**config.mk**
```make
export PLATFORM = sky130hd
export DESIGN_NAME = byte_counter
export DESIGN_NICKNAME = d
export VERILOG_FILES = /design/src/rtl/byte_counter_pkg.sv /design/src/rtl/byte_counter.sv
export SDC_FILE = /design/constraint.sdc
export NUM_CORES = 1
export LEC_CHECK = 0
export CAP_MARGIN = 15
export CORE_AREA = 2 2 39 41
export CTS_CLUSTER_DIAMETER = 40
export DETAILED_ROUTE_END_ITERATION = 10
export DIE_AREA = 0 0 41 43
export GPL_TIMING_DRIVEN = 0
export PLACE_DENSITY_LB_ADDON = 0.25
export SLEW_MARGIN = 20
export SYNTH_ARGS = -nofsm -noshare
export SYNTH_HDL_FRONTEND = slang
export SYNTH_SLANG_ARGS = --single-unit
```
**constraint.sdc**
```tcl
create_clock -name clk -period 1.7 [get_ports clk]
set_input_delay 0.17 -clock clk [delete_from_list [all_inputs] [get_ports clk]]
set_output_delay 0.17 -clock clk [all_outputs]
set_load 0.1 [all_outputs]
```
**src/rtl/byte_counter_pkg.sv**
```systemverilog
// Shared sizing constants for the byte counter and the I2C master that consumes it.
package byte_counter_pkg;

  localparam int DEF_LEN_W  = 6;
  localparam int MAX_PACKET = 2 ** DEF_LEN_W;

endpackage : byte_counter_pkg

```
**src/rtl/byte_counter.sv**
```systemverilog
// Down-counter of bytes remaining in a packet. It is loaded from packet_length,
// saturates at zero, and flags zero combinationally from the count register.
module byte_counter
  import byte_counter_pkg::*;
#(
  parameter int LEN_W = DEF_LEN_W,
  parameter int CNT_W = LEN_W + 1
) (
  input  logic             clk,
  input  logic             n_rst,
  input  logic             decrement,
  input  logic             load_buffer,
  input  logic [LEN_W-1:0] packet_length,
  output logic             zero
);

  logic [CNT_W-1:0] count;
  logic [CNT_W-1:0] load_value;

  // A length of 0 encodes a full packet of 2**LEN_W bytes.
  assign load_value = (packet_length == '0) ? (CNT_W'(1) << LEN_W)
                                            : CNT_W'(packet_length);

  // NOTE: state is updated with non-blocking assignments so every register samples pre-edge values.
  always_ff @(posedge clk or posedge n_rst) begin
    if (n_rst) begin
      count <= '0;
    end else if (load_buffer) begin
      count <= load_value;
    end else if (decrement && (count != '0)) begin
      count <= count - CNT_W'(1);
    end
  end

  assign zero = (count == '0);

endmodule : byte_counter

```
# Yosys cells after proc, flatten, opt, wreduce, memory -nomap -nowiden
# Index checks and enable logic that the tools add are counted.
# W data, S select, Z words.
[word_totals] reg_bits=7 inputBits=10 out_inout_bits=1 word_cells=10
[classes] add_sub_neg=1 mux=3 n_reduce_logical=5
[ops] op="$mux W7" n=3
[ops] op="$logic_not A7 Y1" n=1
[ops] op="$reduce_bool A7 Y1" n=1
[ops] op="$sub A7 B1 Y7 const B" n=1
[ops] op="$logic_not A6 Y1" n=1
[ops] op="$reduce_bool A2 Y1" n=1
[ops] op="$logic_and A1 B1 Y1" n=1

# Longest topological paths before layout
# Gate-level depths: netlist (run 1).
[logic_depth] ltp_word=4 mapped_depth=5 depth_no_buf=5

# Least setup slack after synthesis (run 1)
# Ideal clock, no wire load.
[synth_timing] path_kind="flip-flop to output port" startpoint="register count[2]" endpoint="output port zero" t_arrival_ns=2.332 required_ns=1.530 setup_slack_ns=-0.802 stages_incl_launch_ff=4 n_path_buf=1 path_cell_list="dfrtp_1 -> or4_1 -> buf_2 -> nor2_1"
[synth_between] elab_chain_len=1
[synth_lines] item="from (decl)" line="byte_counter.sv:17" source="logic [CNT_W-1:0] count;"
[synth_lines] item="from (signal assigned)" line="byte_counter.sv:29" source="count <= load_value;"
[synth_lines] item="from (signal assigned)" line="byte_counter.sv:31" source="count <= count - CNT_W'(1);"
[synth_lines] item="$logic_not A7 Y1" line="byte_counter.sv:35" source="assign zero = (count == '0);"
[synth_lines] item="to (decl)" line="byte_counter.sv:14" source="output logic zero"
# Every way passes these cells.

# Final worst setup path (run 1)
[layout_timing] startpoint="register count[4]" endpoint="output port zero"
# The elaborated chain is that of the path after synthesis.

==> results of run 1 <==
==> power by group through the flow <==
stage,Combinational (mW),Sequential [mW],Clock [mW]
final,0.139,0.201,0.159
after global routing,0.153,0.204,0.173
after detailed placement,0.112,0.207,0
after floorplan,0.0792,0.202,0
after global placement,0.111,0.208,0
after CTS,0.134,0.200,0.163
==> through the flow <==
step | utilization (%) | cell area, sq um
6_report | 47.0 | 651
3_5_place_dp | 42.0 | 582
2_1_floorplan | - | 482
4_1_cts | 46.8 | 648
5_1_grt | 47.0 | 651
3_3_place_gp | 42.0 | 582
==> critical path: cells and delay by family, from the launching register on <==
family / cells / cell delay [ns]
buffers and inverters: 1 / 0.18
flip-flops: 1 / 0.38
AND/OR/NAND/NOR: 2 / 0.67
==> cells in the mapped netlist <==
cell type / number / area, sq um
nand4b_1: 1 / 8.76
nand2b_1: 2 / 12.5
inv_1: 4 / 15.0
o21a_1: 1 / 7.51
o41ai_1: 1 / 8.76
dfrtp_1: 7 / 175
or4_1: 2 / 15.0
nand3b_1: 2 / 15.0
a31oi_1: 3 / 18.8
inv_2: 1 / 3.75
clkbuf_1: 3 / 11.3
o211ai_1: 3 / 22.5
ha_1: 1 / 12.5
o2111ai_1: 4 / 35.0
o311ai_2: 1 / 16.3
a21bo_1: 1 / 10.0
o31ai_1: 1 / 7.51
nor3_1: 2 / 10.0
nor3b_1: 1 / 7.51
o21ai_0: 1 / 5.00
buf_2: 1 / 5.00
nand2_1: 6 / 22.5
nor2_1: 6 / 22.5
==> cells in the final DEF (no fill, tap or decap), drive strengths merged <==
cell type      instances
nand4b                 1
o2111ai                4
nor2                   6
a21bo                  1
or4                    2
inv                    5
ha                     1
buf                    6
o41ai                  1
o21ai                  1
clkdlybuf4s50          7
o31ai                  1
nand2b                 2
a31oi                  3
nor3b                  1
o211ai                 3
nor3                   2
nand3b                 2
o21a                   1
dfrtp                  7
clkbuf                 7
nand2                  6
o311ai                 1
==> layout make-up <==
| class | count | share of cell area (%) |
|---|---|---|
| Multi-Input combinational cell | 39 | 41.7 |
| Sequential cell | 7 | 26.9 |
| Timing Repair Buffer | 13 | 19.6 |
| Clock buffer | 4 | 4.04 |
| Tap cell | 16 | 3.08 |
| Inverter | 5 | 2.88 |
| Buffer | 3 | 1.73 |
==> metal layers <==
layer	up-vias	global-route usage, %	part of all wire, %
met5	-	0	0
met4	0	10.0	0.71
met3	2	4.71	9.1
met2	29	20.3	47
met1	227	22.0	43
li1	239	-	-
==> logic make-up (layout without fill, tap and decap cells) <==
kind of cell | count (synthesis) | count (layout) | share of synthesized area [%]
AO/OA/AOI/OAI | 16 | 16 | 28.1
adder cells (fa/ha/maj) | 1 | 1 | 2.67
AND/OR/NAND/NOR | 22 | 22 | 24.3
flip-flops | 7 | 7 | 37.4
buffers and inverters | 9 | 25 | 7.48
==> worst max path at each step <==
stage / start / end / depth (start not counted)
global route: count[1] / zero / 5
global placement: count[3] / zero / 4
CTS: count[4] / zero / 4
finish: count[4] / zero / 3
detailed placement: count[3] / zero / 4
floorplan: count[3] / zero / 3
==> repair_timing <==
action                                  4_1_cts  5_1_grt
endpoints found under the setup margin        1        3
buffers inserted                              4        1
resized for setup                             9        2
pin swaps                                     1        0
cloned                                        0        0
==> reports/results.ini, run 1 <==
[cts]
root_buffer=clkbuf_4
cts_hold_buf=0
cts_tree=built
cts_max_level=1
cts-buffers-inserted=3
cts.sink_count=7
clk_pin_slew_ns=0.06
ctsLongestPathBuffers=2
clk_latency_ns=0.26

[worst_setup_path]
endpoint_kind=output port
required_ns=1.53
worstPathMaxFanout=2
slowest_stage=or4_4
worstSetupPathType=flop to output port
crit-reg2reg-capture=count[1]
crit_chain=or4_4 > nor2_4 > buf_12
worstSetupStartpointType=flop
reg2regPathDepth=4
r2r_slack_ns=0.09
crit_arrival_ns=1.50
cpPeakStageDelay_ns=0.56
reg2reg_from=count[4]

[detailed_routing]
avgViaCountPerCell=5.71
wl_um=1130
drtAntennaViolNets=0
drtPass1Iterations=5
drt_iter0_markers=16
num_vias=497
drc=0
wl_per_cell_um=13.0

[timing]
hold_slack_ns=0.154
fin_crit_sh_pct=97.9
slew_headroom_pct=72.7
worst_pin_slew_ns=0.410
clock_skew_ns=0.00366
setup_ws_ns=0.0349
rsz0062_at_grt=no
slew_violations=0
hold_violations=0
final.min_clock_period_ns=1.67
setup_viol=0
tns_ns=0
fmax_ghz=0.601

[power_and_ir_drop]
swShare_pct=31.3
power_mw=0.499
pwr-share-clk_pct=32.0
internal-power_mw=0.342
vdd_drop_max_mv=0.398
power.switching_mw=0.156
leakagePower_nw=0.262
p_per_area_nw_per_um2=767
seq_power_share_pct=40.3
p_comb_share_pct=27.8

[layout]
drive_gt1_share_pct=19.7
multi_input_area_sq_um=272
area_growth_pct=39.0
largest_register=count
n_fill_cell=139
fin_nets=83
num_antenna_cells=0
register_area_sq_um=175
final_cells=87
largest_reg_flops=7
reg_top3=count x7

[grt]
grt_pass1_vias=435
antenna_found_initial=0
grt_max_degree=11
track_usage_pct=15.8
grt.overflow.total=0
grt_pass1_wl_um=1830

[floorplan]
die_area_sq_um=1760
die_w_um=41
fp-row-count=14
ios=11
core_sq_um=1380
start_util_pct=33.8
die_h_um=43

[logic_synthesis]
ys_ff_latch=7
yosys_warnings=0
synth.distinct_cells=23
syn_inst=55
seq_area_frac_synth_pct=37.4
syn_area_sq_um=468
avgSynthCellArea_sq_um=8.51
synth_nets=66

[placement]
gp_congestion=0.768
portBuffers=8
place_ws_ns=-0.773
placedCellCount=79

[worst_hold_path]
worstHoldPathType=input port to asynchronous set/reset pin

[run_status]
status=completed

[run]
maxCapViolCount=0

(Power assumes the default switching activity.)
==> run 2, diff against run 1 <==
--- a/config.mk
+++ b/config.mk
@@ -16,3 +16,4 @@
 export SYNTH_ARGS = -nofsm -noshare
 export SYNTH_HDL_FRONTEND = slang
 export SYNTH_SLANG_ARGS = --single-unit
+export TNS_END_PERCENT = 30
==> results of run 2 <==
The final DEF is identical to that of run 1; final timing and power are the same.
==> run 3, diff against run 2 <==
--- a/config.mk
+++ b/config.mk
@@ -5,6 +5,7 @@
 export SDC_FILE = /design/constraint.sdc
 export NUM_CORES = 1
 export LEC_CHECK = 0
+export ABC_CLOCK_PERIOD_IN_PS = 1700
 export CAP_MARGIN = 15
 export CORE_AREA = 2 2 39 41
 export CTS_CLUSTER_DIAMETER = 40
==> results of run 3 <==
The final DEF is identical to that of run 1; final timing and power are the same.
